--- src/rtl/ldpc_wb_master.sv ---
// Wishbone classic master that runs CSR read/write bursts of up to MAX_WORDS words
// on behalf of the LDPC control path, with per-word ack timeout and error capture.
module ldpc_wb_master #(
    parameter logic [31:0] BASE_ADR  = 32'h3001_0000,
    parameter int          MAX_WORDS = 8,
    parameter int          TIMEOUT   = 255
) (
    input  logic                    i_clk,
    input  logic                    i_rst_n,
    input  logic                    i_cmd_valid,
    output logic                    o_cmd_ready,
    input  logic                    i_cmd_we,
    input  logic [12:0]             i_cmd_ofs,
    input  logic [2:0]              i_cmd_len,
    input  logic [32*MAX_WORDS-1:0] i_cmd_wdata,
    output logic                    o_wb_cyc,
    output logic                    o_wb_stb,
    output logic                    o_wb_we,
    output logic [31:0]             o_wb_adr,
    output logic [31:0]             o_wb_dat,
    output logic [3:0]              o_wb_sel,
    input  logic                    i_wb_ack,
    input  logic                    i_wb_err,
    input  logic [31:0]             i_wb_dat,
    output logic [32*MAX_WORDS-1:0] o_rdata,
    output logic                    o_done,
    output logic                    o_err,
    output logic                    o_tmo
);

    localparam int CW = (TIMEOUT < 1) ? 1 : $clog2(TIMEOUT + 1);

    typedef enum logic [1:0] {
        ST_IDLE = 2'd0,
        ST_BUS  = 2'd1,
        ST_DONE = 2'd2
    } state_t;

    state_t                  state_q;
    logic                    rdy_q;
    logic                    cyc_q;
    logic                    wbwe_q;
    logic [31:0]             adr_q;
    logic [31:0]             dat_q;
    logic [3:0]              sel_q;
    logic [32*MAX_WORDS-1:0] rdata_q;
    logic                    done_q;
    logic                    err_q;
    logic                    tmo_q;
    logic                    we_q;
    logic [2:0]              len_q;
    logic [2:0]              idx_q;
    logic [2:0]              idx_d;
    logic [CW-1:0]           wait_q;
    logic [CW-1:0]           wait_d;
    logic [32*MAX_WORDS-1:0] wdata_q;
    logic                    last_word;
    logic                    timed_out;
    logic                    end_burst;
    logic                    unused_ofs;

    // Command handshake: a command transfers on a rising edge where i_cmd_valid and
    // o_cmd_ready are both high; o_cmd_ready is registered and is only ever high in IDLE.

    assign unused_ofs = ^i_cmd_ofs[1:0];

    assign idx_d     = idx_q + 3'd1;
    assign wait_d    = wait_q + CW'(1);
    assign last_word = (idx_q == len_q);
    assign timed_out = (wait_q == CW'(TIMEOUT));
    assign end_burst = (state_q == ST_BUS) &&
                       (i_wb_err || (i_wb_ack && last_word) || (!i_wb_ack && timed_out));

    function automatic logic [31:0] word_sel(input logic [32*MAX_WORDS-1:0] vec,
                                             input logic [2:0] idx);
        word_sel = '0;
        for (int k = 0; k < MAX_WORDS; k++) begin
            if (int'(idx) == k) word_sel = vec[32*k +: 32];
        end
    endfunction

    always_ff @(posedge i_clk or negedge i_rst_n) begin
        if (!i_rst_n) begin
            state_q <= ST_IDLE;
            rdy_q   <= 1'b0;
            cyc_q   <= 1'b0;
            wbwe_q  <= 1'b0;
            adr_q   <= '0;
            dat_q   <= '0;
            sel_q   <= '0;
            rdata_q <= '0;
            done_q  <= 1'b0;
            err_q   <= 1'b0;
            tmo_q   <= 1'b0;
            we_q    <= 1'b0;
            len_q   <= '0;
            idx_q   <= '0;
            wait_q  <= '0;
            wdata_q <= '0;
        end else begin
            done_q <= 1'b0;
            case (state_q)
                ST_IDLE: begin
                    rdy_q <= 1'b1;
                    if (i_cmd_valid && rdy_q) begin
                        we_q    <= i_cmd_we;
                        len_q   <= i_cmd_len;
                        wdata_q <= i_cmd_wdata;
                        idx_q   <= '0;
                        wait_q  <= '0;
                        err_q   <= 1'b0;
                        tmo_q   <= 1'b0;
                        if (!i_cmd_we) rdata_q <= '0;
                        rdy_q   <= 1'b0;
                        cyc_q   <= 1'b1;
                        wbwe_q  <= i_cmd_we;
                        adr_q   <= BASE_ADR + {19'b0, i_cmd_ofs[12:2], 2'b00};
                        dat_q   <= i_cmd_we ? i_cmd_wdata[31:0] : 32'd0;
                        sel_q   <= 4'hF;
                        state_q <= ST_BUS;
                    end
                end
                ST_BUS: begin
                    // err takes priority over a simultaneous ack and discards that word.
                    if (i_wb_err) begin
                        err_q <= 1'b1;
                    end else if (i_wb_ack) begin
                        wait_q <= '0;
                        if (!we_q) begin
                            for (int k = 0; k < MAX_WORDS; k++) begin
                                if (int'(idx_q) == k) rdata_q[32*k +: 32] <= i_wb_dat;
                            end
                        end
                        if (!last_word) begin
                            idx_q <= idx_d;
                            adr_q <= adr_q + 32'd4;
                            dat_q <= we_q ? word_sel(wdata_q, idx_d) : 32'd0;
                        end
                    end else if (timed_out) begin
                        tmo_q <= 1'b1;
                    end else begin
                        wait_q <= wait_d;
                    end
                    if (end_burst) begin
                        state_q <= ST_DONE;
                        done_q  <= 1'b1;
                        cyc_q   <= 1'b0;
                        wbwe_q  <= 1'b0;
                        adr_q   <= '0;
                        dat_q   <= '0;
                        sel_q   <= '0;
                    end
                end
                ST_DONE: begin
                    rdy_q   <= 1'b1;
                    state_q <= ST_IDLE;
                end
                default: begin
                    state_q <= ST_IDLE;
                end
            endcase
        end
    end

    assign o_cmd_ready = rdy_q;
    assign o_wb_cyc    = cyc_q;
    assign o_wb_stb    = cyc_q;
    assign o_wb_we     = wbwe_q;
    assign o_wb_adr    = adr_q;
    assign o_wb_dat    = dat_q;
    assign o_wb_sel    = sel_q;
    assign o_rdata     = rdata_q;
    assign o_done      = done_q;
    assign o_err       = err_q;
    assign o_tmo       = tmo_q;

endmodule

--- config.mk ---
export PLATFORM = sky130hd
export DESIGN_NAME = ldpc_wb_master
export DESIGN_NICKNAME = d
export VERILOG_FILES = /design/src/rtl/ldpc_wb_master.sv
export SDC_FILE = /design/constraint.sdc
export NUM_CORES = 1
export LEC_CHECK = 0
export CAP_MARGIN = 20
export CORE_ASPECT_RATIO = 1.2
export CORE_MARGIN = 5
export CORE_UTILIZATION = 45
export DETAILED_ROUTE_END_ITERATION = 7
export PLACE_DENSITY = 0.74
export SLEW_MARGIN = 15
export SYNTH_ARGS = -nofsm -noshare
export SYNTH_HDL_FRONTEND = slang
export SYNTH_SLANG_ARGS = --single-unit
--- constraint.sdc ---
create_clock -name i_clk -period 4.8 [get_ports i_clk]
set_input_delay 0.96 -clock i_clk [delete_from_list [all_inputs] [get_ports i_clk]]
set_output_delay 0.96 -clock i_clk [all_outputs]
set_load 0.01 [all_outputs]
# Word level (Yosys, flattened, before mapping)
# Index checks and enable logic that the tools add are counted.
# totals
regBits,603
inputBits,310
output_inout_bits,331
word_cells,163
# op_classes
addsub,4
eq_ne,40
mux,68
reduce_logical,28
# ops
cell,n
256-bit 2-to-1 mux,5
32-bit 2-to-1 mux,28
256-bit one-hot mux with 2 select lines,1
32-bit one-hot mux with 2 select lines,2
7-bit AND reduction,8
"32-bit by 3-bit adder with 32-bit output, second input constant",1
8-bit 2-to-1 mux,4
"30-bit by 13-bit adder with 31-bit output, first input constant",1
"3-bit == test, second input constant",8
"2-bit inequality test, second input constant",10
"2-bit by 1-bit inequality test with 1-bit output, second input constant",8
8-bit one-hot mux with 2 select lines,1
5-bit AND reduction,3
"3-bit by 2-bit == test with 1-bit output, second input constant",4
3-bit 2-to-1 mux,4
"3-bit inequality test, second input constant",4
1-bit 2-to-1 mux,11
1-bit one-hot mux with 2 select lines,5
"8-bit by 1-bit adder with 8-bit output, second input constant",1
"8-bit == test, second input constant",1
4-bit 2-to-1 mux,2
4-bit one-hot mux with 2 select lines,1
"3-bit by 1-bit == test with 1-bit output, second input constant",2
3-bit logical NOT,2
other kinds (15),23

# Longest topological paths before layout
# Gate-level depths: netlist of the first run.
# logic_depth
ltp_word,16
depth_mapped,11
ltp_nobuf,7

# Least setup slack after synthesis of the first run
# OpenSTA, ideal clock, no wires.
# synth_timing
kind,input -> register
start,in i_cmd_valid
end,"reg rdata_q[225], in the netlist o_rdata[225]"
setup_time_ps,125
arrival_ps,2452
setup_slack_ps,2224
stages,6
n_path_buf,1
cell_sequence,nand2_1 or3_4 o22ai_4 o21a_4 buf_6 mux2_2
# synth_between
elab_chain_len,3
# synth_lines
element,line_no,rtl
"start, declared",10,"input logic i_cmd_valid,"
1-bit logical AND,105,if (i_cmd_valid && rdy_q) begin
2-bit inequality test (no source line),n/a,
7-bit AND reduction (no source line),n/a,
"end, declared",46,logic [32*MAX_WORDS-1:0] rdata_q;
# Every way passes these cells.
# A chain may end at the register's enable or synchronous reset.

# Worst setup path after layout of the first run
# layout_timing
start,reg idx_q[0]
end,"reg dat_q[21], in the netlist o_wb_dat[21]"
# layout_between
elab_chain_len,16
elab_cells_between_ends,32
# layout_lines
element,line_no,rtl
"start, declared",52,logic [2:0] idx_q;
"start signal, assigned",135,idx_q <= idx_d;
3-bit by 1-bit adder with 3-bit output,67,assign idx_d = idx_q + 3'd1;
3-bit logical NOT,78,if (int'(idx) == k) word_sel = vec[32*k +: 32];
32-bit 2-to-1 mux (8 in a row),78,
32-bit 2-to-1 mux,137,"dat_q <= we_q ? word_sel(wdata_q, idx_d) : 32'd0;"
32-bit 2-to-1 mux,134,if (!last_word) begin
32-bit 2-to-1 mux,127,end else if (i_wb_ack) begin
32-bit 2-to-1 mux,125,if (i_wb_err) begin
32-bit 2-to-1 mux,144,if (end_burst) begin
32-bit one-hot mux with 2 select lines,102,case (state_q)
"end signal, assigned",118,dat_q <= i_cmd_we ? i_cmd_wdata[31:0] : 32'd0;
"end signal, assigned",137,
"end, declared",44,logic [31:0] dat_q;
# Parallel ways exist; a longest one is shown, timed or not. The select of a mux whose other input is x is not followed.

==> metrics.csv, run 1 <==
metric;value;unit
status;complete, no violations;
path type of the worst min-delay path;primary input to async pin;
critical path peak fanout;32;
main flop type after synthesis;dfrtp_1;
die height;275;um
leakage;16.3;nW
top-area cell type share of the netlist area;56.9;%
largest cells by area after synthesis;dfrtp_1 57%, nand2_1 12%, mux2_2 8.2%;
most frequent cells in the layout;817 x nand2_1, 634 x clkdlybuf4s50_1, 597 x dfrtp_1, 192 x mux2_2, 65 x a221oi_1;
Final ANT Viol Nets;0;
Clock Skew;0.0158;ns
DP HPWL;61500;um
startpoint types;register;
worst vdd ir;0.341;mV
Reg-to-Reg End;o_wb_dat[21]$_DFFE_PN0P_;
Final min period;3.38;ns
worst rel slew slack;29.4;%
EDFF count, synth;0;
Avg Cell Area, Syn;10.5;um2
synth-to-layout area growth;33.6;%
Vias per Instance;5.68;
Synth async-reset ratio;100;%
Worst Reg-to-Reg Cells;8;
Final setup viols;0;
clock root cell;clkbuf_16;
register bit total from synthesis;597;
PwrDens;656;nW/um2
final wirelength;88000;um
MaxCap Viol Count;0;
Ports;641;
TritonCTS clock tree;done;
total CTS buffers;57;
hold slack;0.472;ns
CP arrival;3.84;ns
Final #Nets;3351;
H-tree levels;2;
library cells used by synthesis;59;
die area;63300;um2
Setup crit start;idx_q[0]$_DFFE_PN0P_;
reg2reg start;idx_q[0]$_DFFE_PN0P_;
placed cell areas;33000;um2
core area;58100;um2
setup_tns;0;ns
Setup Crit Path Kind;register to register;
row count;97;
initial antenna violation count;16;
gpl congestion;0.881;
achievable clock frequency;0.296;GHz
Total Power;23.0;mW
dominant cell type by area after synthesis;dfrtp_1;
DR WL/cell;23.0;um
DR iter-0 viols;1932;
Clock transition at path regs;0.07;ns
register area share after synthesis;56.9;%
PortBufs;636;
Hold-fix buffers, CTS;0;
Mapped Area;26200;um2
Tcrit/Tclk final;70.3;%
post-CTS resize count;0;
gr usage total;26.9;%
number of global-route vias before repair;22100;
Clock Path Buffers;3;
setup ws final;1.42;ns
Syn Inst Count;2510;
final instance area;35000;um2
DRC errors left;0;
GRT overflow;0;
overall die width;230;um
Fillers;4630;
clk_lat worst skew;0.61;ns
Final Hold Vio Count;0;
max-slew violation total from the final report;0;
layout cell share with drive strength beyond 1;12.5;%
pre-CTS setup slack;0.989;ns
via count;21700;
R2R setup slack;1.42;ns
first-pass GRT wire length;134000;um
starting density of the core;45.1;%
Yosys warnings;0;
Tightest Pin Transition;1.06;ns
required time of the critical path;5.26;ns
drt first pass iters;6;
largest net degree at the start of global routing;188;
Post-CTS Repair Setup Buffers;0;
most common cell after layout, fill and taps aside;nand2_1;
RSZ-0062 raised after global routing;no;
clock sink count;597;
CP endpoint kind;register;
cell usage after synthesis, types with 4 or more instances:
| cell type | instances |
|---|---|
| xor2_1 | 7 |
| inv_1 | 12 |
| clkbuf_1 | 167 |
| nor2b_1 | 40 |
| nor3b_1 | 32 |
| nor3_1 | 41 |
| mux2_4 | 31 |
| nand3b_1 | 4 |
| buf_2 | 9 |
| o211ai_1 | 5 |
| a21o_1 | 4 |
| dfrtp_1 | 597 |
| o31ai_1 | 35 |
| a211oi_1 | 4 |
| mux2_1 | 33 |
| mux2_2 | 192 |
| nand3_1 | 18 |
| buf_1 | 4 |
| buf_4 | 8 |
| a221oi_1 | 65 |
| xnor2_1 | 6 |
| ha_1 | 9 |
| a22oi_1 | 35 |
| and3_1 | 6 |
| o22ai_1 | 33 |
| and2_1 | 34 |
| nand2_1 | 819 |
| a21boi_0 | 33 |
| o21ai_0 | 25 |
| a21oi_1 | 51 |
| or3_1 | 6 |
| nand4_1 | 51 |
| nor2_1 | 29 |
| nor4_1 | 4 |
| buf_6 | 21 |
critical path, stage by stage, from the launching register on:
cell,delay (ns)
dfrtp_1,0.49
inv_1,0.17
ha_2,0.46
buf_4,0.42
nor2_1,0.13
nor2_4,0.79
o22ai_1,0.24
a21oi_1,0.37
o31ai_1,0.12
metal layers:
layer / wire (um) / vias to the layer above / global-route usage, % / share of wire (%)
met2: 43100 / 1101 / 45.5 / 49
met5: 92 / - / 0 / 0.10
met3: 7280 / 196 / 6.11 / 8.3
met4: 3290 / 14 / 9.94 / 3.7
met1: 34200 / 10800 / 34.1 / 39
li1: - / 9589 / - / -
logic make-up (layout without fill, tap and decap cells):
group	count (synthesis)	in the layout	share of synthesized area (%)
flip-flops	597	597	56.9
multiplexers	256	256	11.4
adder cells (fa/ha/maj)	9	9	0.429
other	1	11	0.0143
XOR/XNOR	13	13	0.434
AND/OR/NAND/NOR	1102	1102	18.3
buffers and inverters	221	786	3.92
AO/OA/AOI/OAI	311	311	8.55
report_power, final:
| group | switching [mW] | total [mW] | internal, mW |
|---|---|---|---|
| clock | 2.00 | 4.84 | 2.84 |
| sequential | 1.36 | 8.52 | 7.16 |
| combinational | 5.16 | 9.64 | 4.48 |
sequential cells by signal, indices dropped and copies added (netlist names):
register,cells
we_q,1
o_wb_dat,32
wait_q,8
o_wb_sel,1
o_tmo,1
o_rdata,256
idx_q,3
state_q,2
o_wb_adr,30
o_wb_we,1
o_cmd_ready,1
o_done,1
len_q,3
wdata_q,256
o_err,1
how the worst max path moves through the flow:
| stage | endpoint |
|---|---|
| finish | o_wb_dat[21]$_DFFE_PN0P_ |
| global route | o_wb_dat[21]$_DFFE_PN0P_ |
| CTS | o_wb_dat[21]$_DFFE_PN0P_ |
| detailed placement | o_wb_dat[26]$_DFFE_PN0P_ |
| global placement | o_wb_dat[2]$_DFFE_PN0P_ |
| floorplan | o_rdata[225]$_DFFE_PN0P_ |
metrics by stage:
stage / cells / utilization (%)
CTS: 3817 / 60.2
detailed placement: 3714 / 56.8
global placement: 3714 / 56.8
floorplan: 2511 / -
global route: 3822 / 60.3
finish: 3827 / 60.3
cell type report:
class	count	area, um2	share of cell area, %
Sequential cell	597	14900	42.6
Multi-Input combinational cell	1693	10400	29.6
Timing Repair Buffer	671	6710	19.2
Clock buffer	73	1560	4.44
Tap cell	742	928	2.65
Clock inverter	30	464	1.32
Inverter	12	45.0	0.129
Antenna cell	9	22.5	0.0643
Power figures use the tool's default switching activity.
==> run 2: changes to the inputs <==
Settings changed: PLACE_DENSITY 0.74 to 0.77.
Clock period 4.8 ns to 2.8 ns, I/O delays scaled along.
==> run 2 against run 1 <==
- via count up 1.1%
- combinational power up 79%
- non-clock buffer count up 49
- power grew 74%
- setup slack got worse by 1.2 ns
- global-route usage grew 0.66 points
- clock skew increased by 0.0029 ns
- flip-flop and latch count unchanged
- largest cell class unchanged
- maximum frequency is 32% higher
- clock power increased by 65%
==> metrics.csv, run 2 (same netlist as run 1, synthesis figures left out) <==
metric;value;unit;change
status;complete, no violations;;
leakage;16.6;nW;+2.1%
Clock transition at path regs;0.06;ns;about the same
PortBufs;636;;unchanged
Top Metal Used;met5;;
most frequent cells in the layout;817 x nand2_1, 634 x clkdlybuf4s50_1, 597 x dfrtp_1, 192 x mux2_2, 65 x a221oi_1;;
worst rel slew slack;20.8;%;-8.6 points
drt first pass iters;6;;unchanged
Crit path top cell by count;buf_12;;
DR iter-0 viols;2232;;+16%
wire length on met1;35000;um;+2.5%
post-placement cell count;3763;;+1.3%
overall die width;230;um;unchanged
Final #Nets;3401;;+1.5%
RSZ-0062 raised after global routing;no;;
PwrDens;1120;nW/um2;+70%
die height;275;um;unchanged
routed wl met2;43800;um;+1.6%
WP buf/inv;2;;unchanged
via count;22000;;+1.1%
CP endpoint kind;register;;
final wirelength;89900;um;+2.3%
MaxCap Viol Count;0;;unchanged
synth-to-layout area growth;36.0;%;
worst vdd ir;0.608;mV;+78%
Crit-path slowest cell;dfrtp_1;;
TritonCTS clock tree;done;;
starting density of the core;45.1;%;unchanged
CP delay by family, top;compound AO/OA/AOI/OAI gates;;
Setup Crit Path Kind;register to register;;
Hold-fix buffers, CTS;1;;+1
Clock Skew;0.0188;ns;+0.00294 ns
gr usage total;27.6;%;+0.66 points
total CTS buffers;58;;+1.8%
final core utilization;61.4;%;+1.1 points
achievable clock frequency;0.392;GHz;+32%
ordered cell list for the critical path;ha_1 -> ha_4 -> buf_12 -> nor2_4 -> buf_12 -> o22ai_1 -> a21oi_1 -> o31ai_1;;
DR WL/cell;23.2;um;+1.1%
crit-path max cell delay;0.46;ns;-0.33 ns
final instance count without filler cells;3872;;+1.2%
most common cell after layout, fill and taps aside;nand2_1;;
Final ANT Viol Nets;0;;unchanged
startpoint types;register;;
max-slew violation total from the final report;0;;unchanged
clock sink count;597;;unchanged
clock root cell;clkbuf_16;;
DRC errors left;0;;unchanged
H-tree levels;2;;unchanged
row count;97;;unchanged
CP arrival;3.07;ns;-0.77 ns
post-CTS resize count;0;;unchanged
gpl congestion;0.909;;+3.2%
first-pass GRT wire length;138000;um;+2.8%
GRT overflow;0;;unchanged
DP HPWL;64000;um;+4.0%
Met3 Wirelength;7480;um;+2.7%
die area;63300;um2;unchanged
core area;58100;um2;unchanged
required time of the critical path;3.31;ns;-1.95 ns
Final min period;2.55;ns;-0.821 ns
largest net degree at the start of global routing;238;;+27%
Tcrit/Tclk final;91.2;%;+21 points
path type of the worst min-delay path;primary input to async pin;;
critical path peak fanout;69;;+120%
initial antenna violation count;11;;-5
Fillers;4538;;-2.0%
Vias per Instance;5.68;;about the same
number of global-route vias before repair;23000;;+4.0%
Tightest Pin Transition;1.19;ns;+0.131 ns
layout cell share with drive strength beyond 1;13.9;%;+1.4 points
Final Hold Vio Count;0;;unchanged
Post-CTS Repair Setup Buffers;0;;unchanged
clk_lat worst skew;0.61;ns;about the same
Clock Path Buffers;3;;unchanged
Ports;641;;unchanged
Final setup viols;0;;unchanged
run 2: cell count changes in the layout (fill, tap and decap cells not counted), moves of 4 or more:
cell / change
bufinv_16: -4
buf_4: +20
clkinv_2: +6
buf_12: +29
diode_2: -6
run 2: cell type report:
class	instances	area, um2	share of cell area (%)
timing repair buffer	720	7450	20.9
antenna	3	7.51	0.0210
sequential	597	14900	41.9
clock buffer	75	1600	4.47
inverter	12	45.0	0.126
tap	742	928	2.60
clock inverter	30	343	0.961
multi-input combinational	1693	10400	29.1
run 2: per-layer routing:
layer | up-vias | global-route usage [%]
met3 | 200 | 6.14
met4 | 14 | 10.6
met5 | - | 0
met2 | 1121 | 46.5
met1 | 11000 | 35.0
li1 | 9667 | -
run 2: per-stage QoR:
step | TNS [ns] | cell area [um2] | setup slack (ns) | power, mW | hold WS [ns]
6_report | 0 | 35700 | 0.246 | 39.9 | 0.449
5_1_grt | 0 | 35700 | 0.102 | 42.1 | 0.465
4_1_cts | 0 | 35700 | 0.249 | 40.0 | 0.440
3_5_place_dp | -0.247 | 33700 | -0.0736 | 31.9 | 0.463
3_3_place_gp | 0 | 33700 | 0.0587 | 31.2 | 0.453
2_1_floorplan | 0 | 26200 | 0.472 | 23.3 | 0.264
run 2: path summary, 6_finish.rpt:
kind                                         start  cells past startpoint  slack, ns                        to
hold / removal                             i_rst_n                      2       0.45  o_rdata[209]$_DFFE_PN0P_
setup reg to reg              idx_q[1]$_DFFE_PN0P_                      8       0.25  o_wb_dat[21]$_DFFE_PN0P_
max in group asynchronous                  i_rst_n                      4       1.36  wdata_q[133]$_DFFE_PN0P_
setup / recovery              idx_q[1]$_DFFE_PN0P_                      8       0.25  o_wb_dat[21]$_DFFE_PN0P_
hold reg to reg            wdata_q[65]$_DFFE_PN0P_                      2       0.48   wdata_q[65]$_DFFE_PN0P_
min in group i_clk                        i_cmd_we                      3       0.47          we_q$_DFFE_PN0P_
run 2: power by group:
| part | internal, mW | leakage (nW) | switching (mW) |
|---|---|---|---|
| clock | 4.58 | 0.960 | 3.42 |
| sequential | 12.3 | 7.74 | 2.40 |
| combinational | 8.21 | 7.92 | 9.04 |
| total | 25.1 | 16.6 | 14.9 |
==> run 3: changes to the inputs <==
Settings changed: CTS_BUF_LIST from default to sky130_fd_sc_hd__clkbuf_2.
==> run 3 against run 2 <==
- core utilization is 3.6 points higher
- register-to-register slack better by 0.02 ns
- count of clock-buffer cells in the layout is 141 higher
- clock skew is 0.080 ns higher
- flip-flop and latch count stayed put
- via count is 11% higher
- largest cell class unchanged
- highest routed layer unchanged
==> metrics.csv, run 3 (same netlist as run 1, synthesis figures left out) <==
metric;value;unit;change
die area;63300;um2;unchanged
most frequent cells in the layout;817 x nand2_1, 575 x dfrtp_1, 319 x dlygate4sd2_1, 305 x clkdlybuf4s50_1, 274 x dlygate4sd3_1;;
total CTS buffers;145;;+150%
core area;58100;um2;unchanged
Vias per Instance;5.66;;-0.33%
startpoint types;register;;
achievable clock frequency;0.383;GHz;-2.1%
final wirelength;97800;um;+8.7%
gr usage total;30.1;%;+2.5 points
MaxCap Viol Count;0;;unchanged
most common cell after layout, fill and taps aside;nand2_1;;
PortBufs;636;;unchanged
Tcrit/Tclk final;93.2;%;+1.9 points
CP delay by family, top;flip-flops;;
sw frac;40.9;%;+3.7 points
post-placement cell count;3763;;unchanged
DR iter-0 viols;2591;;+16%
DR WL/cell;22.6;um;-2.7%
status;complete, no violations;;
Clock transition at path regs;0.10;ns;+0.04 ns
DP HPWL;64000;um;unchanged
Final #Nets;3786;;+11%
starting density of the core;45.1;%;unchanged
Final Hold Vio Count;0;;unchanged
row count;97;;unchanged
overall die width;230;um;unchanged
Tightest Pin Transition;1.24;ns;+0.0528 ns
worst rel slew slack;17.3;%;-3.5 points
critical path peak fanout;5;;-93%
H-tree levels;4;;+2
clock root cell;clkbuf_2;;
crit-path max cell delay;0.52;ns;+0.06 ns
pre-CTS setup slack;-0.0736;ns;unchanged
Switch Pwr;15.4;mW;+3.5%
TritonCTS clock tree;done;;
max-slew violation total from the final report;0;;unchanged
RSZ-0062 raised after global routing;no;;
first-pass GRT wire length;149000;um;+7.9%
Seq pwr share;38.7;%;+1.9 points
path type of the worst min-delay path;primary input to register;;
Crit-path slowest cell;dfrtp_2;;
die height;275;um;unchanged
WP buf/inv;1;;-1
setup ws final;0.192;ns;-0.0542 ns
drt first pass iters;6;;unchanged
final instance count without filler cells;4328;;+12%
Setup Crit Path Kind;register to primary output;;
leakage;19.2;nW;+16%
CP arrival;2.05;ns;-1.02 ns
PwrDens;996;nW/um2;-11%
Final min period;2.61;ns;+0.0542 ns
clk_lat worst skew;1.28;ns;+0.67 ns
largest net degree at the start of global routing;238;;unchanged
synth-to-layout area growth;43.9;%;
clock sink count;597;;unchanged
Final setup viols;0;;unchanged
Ports;641;;unchanged
worst vdd ir;0.609;mV;+0.23%
CP endpoint kind;primary output;;
R2R setup slack;0.27;ns;+0.02 ns
combinational fraction of design power;44.5;%;+1.3 points
Final ANT Viol Nets;0;;unchanged
via count;24500;;+11%
Clock Skew;0.0989;ns;+0.0801 ns
initial antenna violation count;10;;-1
gpl congestion;0.909;;unchanged
Internal;22.2;mW;-11%
number of global-route vias before repair;25500;;+11%
ordered cell list for the critical path;clkdlybuf4s15_1;;
DRC errors left;0;;unchanged
Clock Path Buffers;3;;unchanged
layout cell share with drive strength beyond 1;17.4;%;+3.5 points
GRT overflow;0;;unchanged
required time of the critical path;2.24;ns;-1.07 ns
Clk pwr share;16.8;%;-3.2 points
[run 3: timing repair]
action,4_1_cts,5_1_grt
endpoints found under the setup margin,329,2
buffers inserted,25,0
hold endpoints to repair,901,0
gates resized for setup,376,0
hold buffers,275,0
[run 3: power by group through the flow]
stage | registers, mW | logic, mW | clock network, mW
after floorplan | 14.9 | 8.43 | 0
after global placement | 14.5 | 16.7 | 0
after detailed placement | 14.7 | 17.2 | 0
after CTS | 14.4 | 16.5 | 6.43
after global routing | 14.9 | 17.9 | 6.90
final | 14.6 | 16.7 | 6.33
[run 3: stage by stage]
stage,hold WS [ns],instance area (um2),power (mW),setup TNS (ns),utilization (%)
final,0.196,37800,37.6,0,65.0
after global routing,0.0946,37800,39.7,0,64.9
after CTS,0.000669,37800,37.4,-0.154,65.0
after detailed placement,0.463,33700,31.9,-0.247,58.0
after global placement,0.453,33700,31.2,0,58.0
after floorplan,0.264,26200,23.3,0,-
[run 3: worst paths after layout]
check	startpoint	to	cells after the start
max	o_wb_sel[2]$_DFFE_PN0P_	o_wb_sel[1]	1
min	i_wb_ack	o_wb_adr[16]$_DFFE_PN0P_	4
max reg2reg	wait_q[0]$_DFFE_PN0P_	o_wb_adr[23]$_DFFE_PN0P_	7
min reg2reg	wdata_q[9]$_DFFE_PN0P_	wdata_q[9]$_DFFE_PN0P_	2
max in group asynchronous	i_rst_n	o_wb_dat[8]$_DFFE_PN0P_	5
min in group asynchronous	i_rst_n	o_wb_adr[14]$_DFFE_PN0P_	4
[run 3: cell type report]
type                            instances  area, um2
Clock buffer                          216       1080
Clock inverter                         42        367
Antenna cell                            8       20.0
Sequential cell                       597      15000
Timing Repair Buffer                 1018       9990
Tap cell                              742        928
Multi-Input combinational cell       1693      10400
Fill cell                            4346      20400
Inverter                               12       45.0
[run 3: metal layers]
metal	GRT usage [%]	routed length, um	vias to the layer above
li1	-	-	10600
met1	36.0	36500	12000
met2	50.5	47600	1532
met3	7.87	8460	347
met4	15.0	5130	8
met5	0	52	-
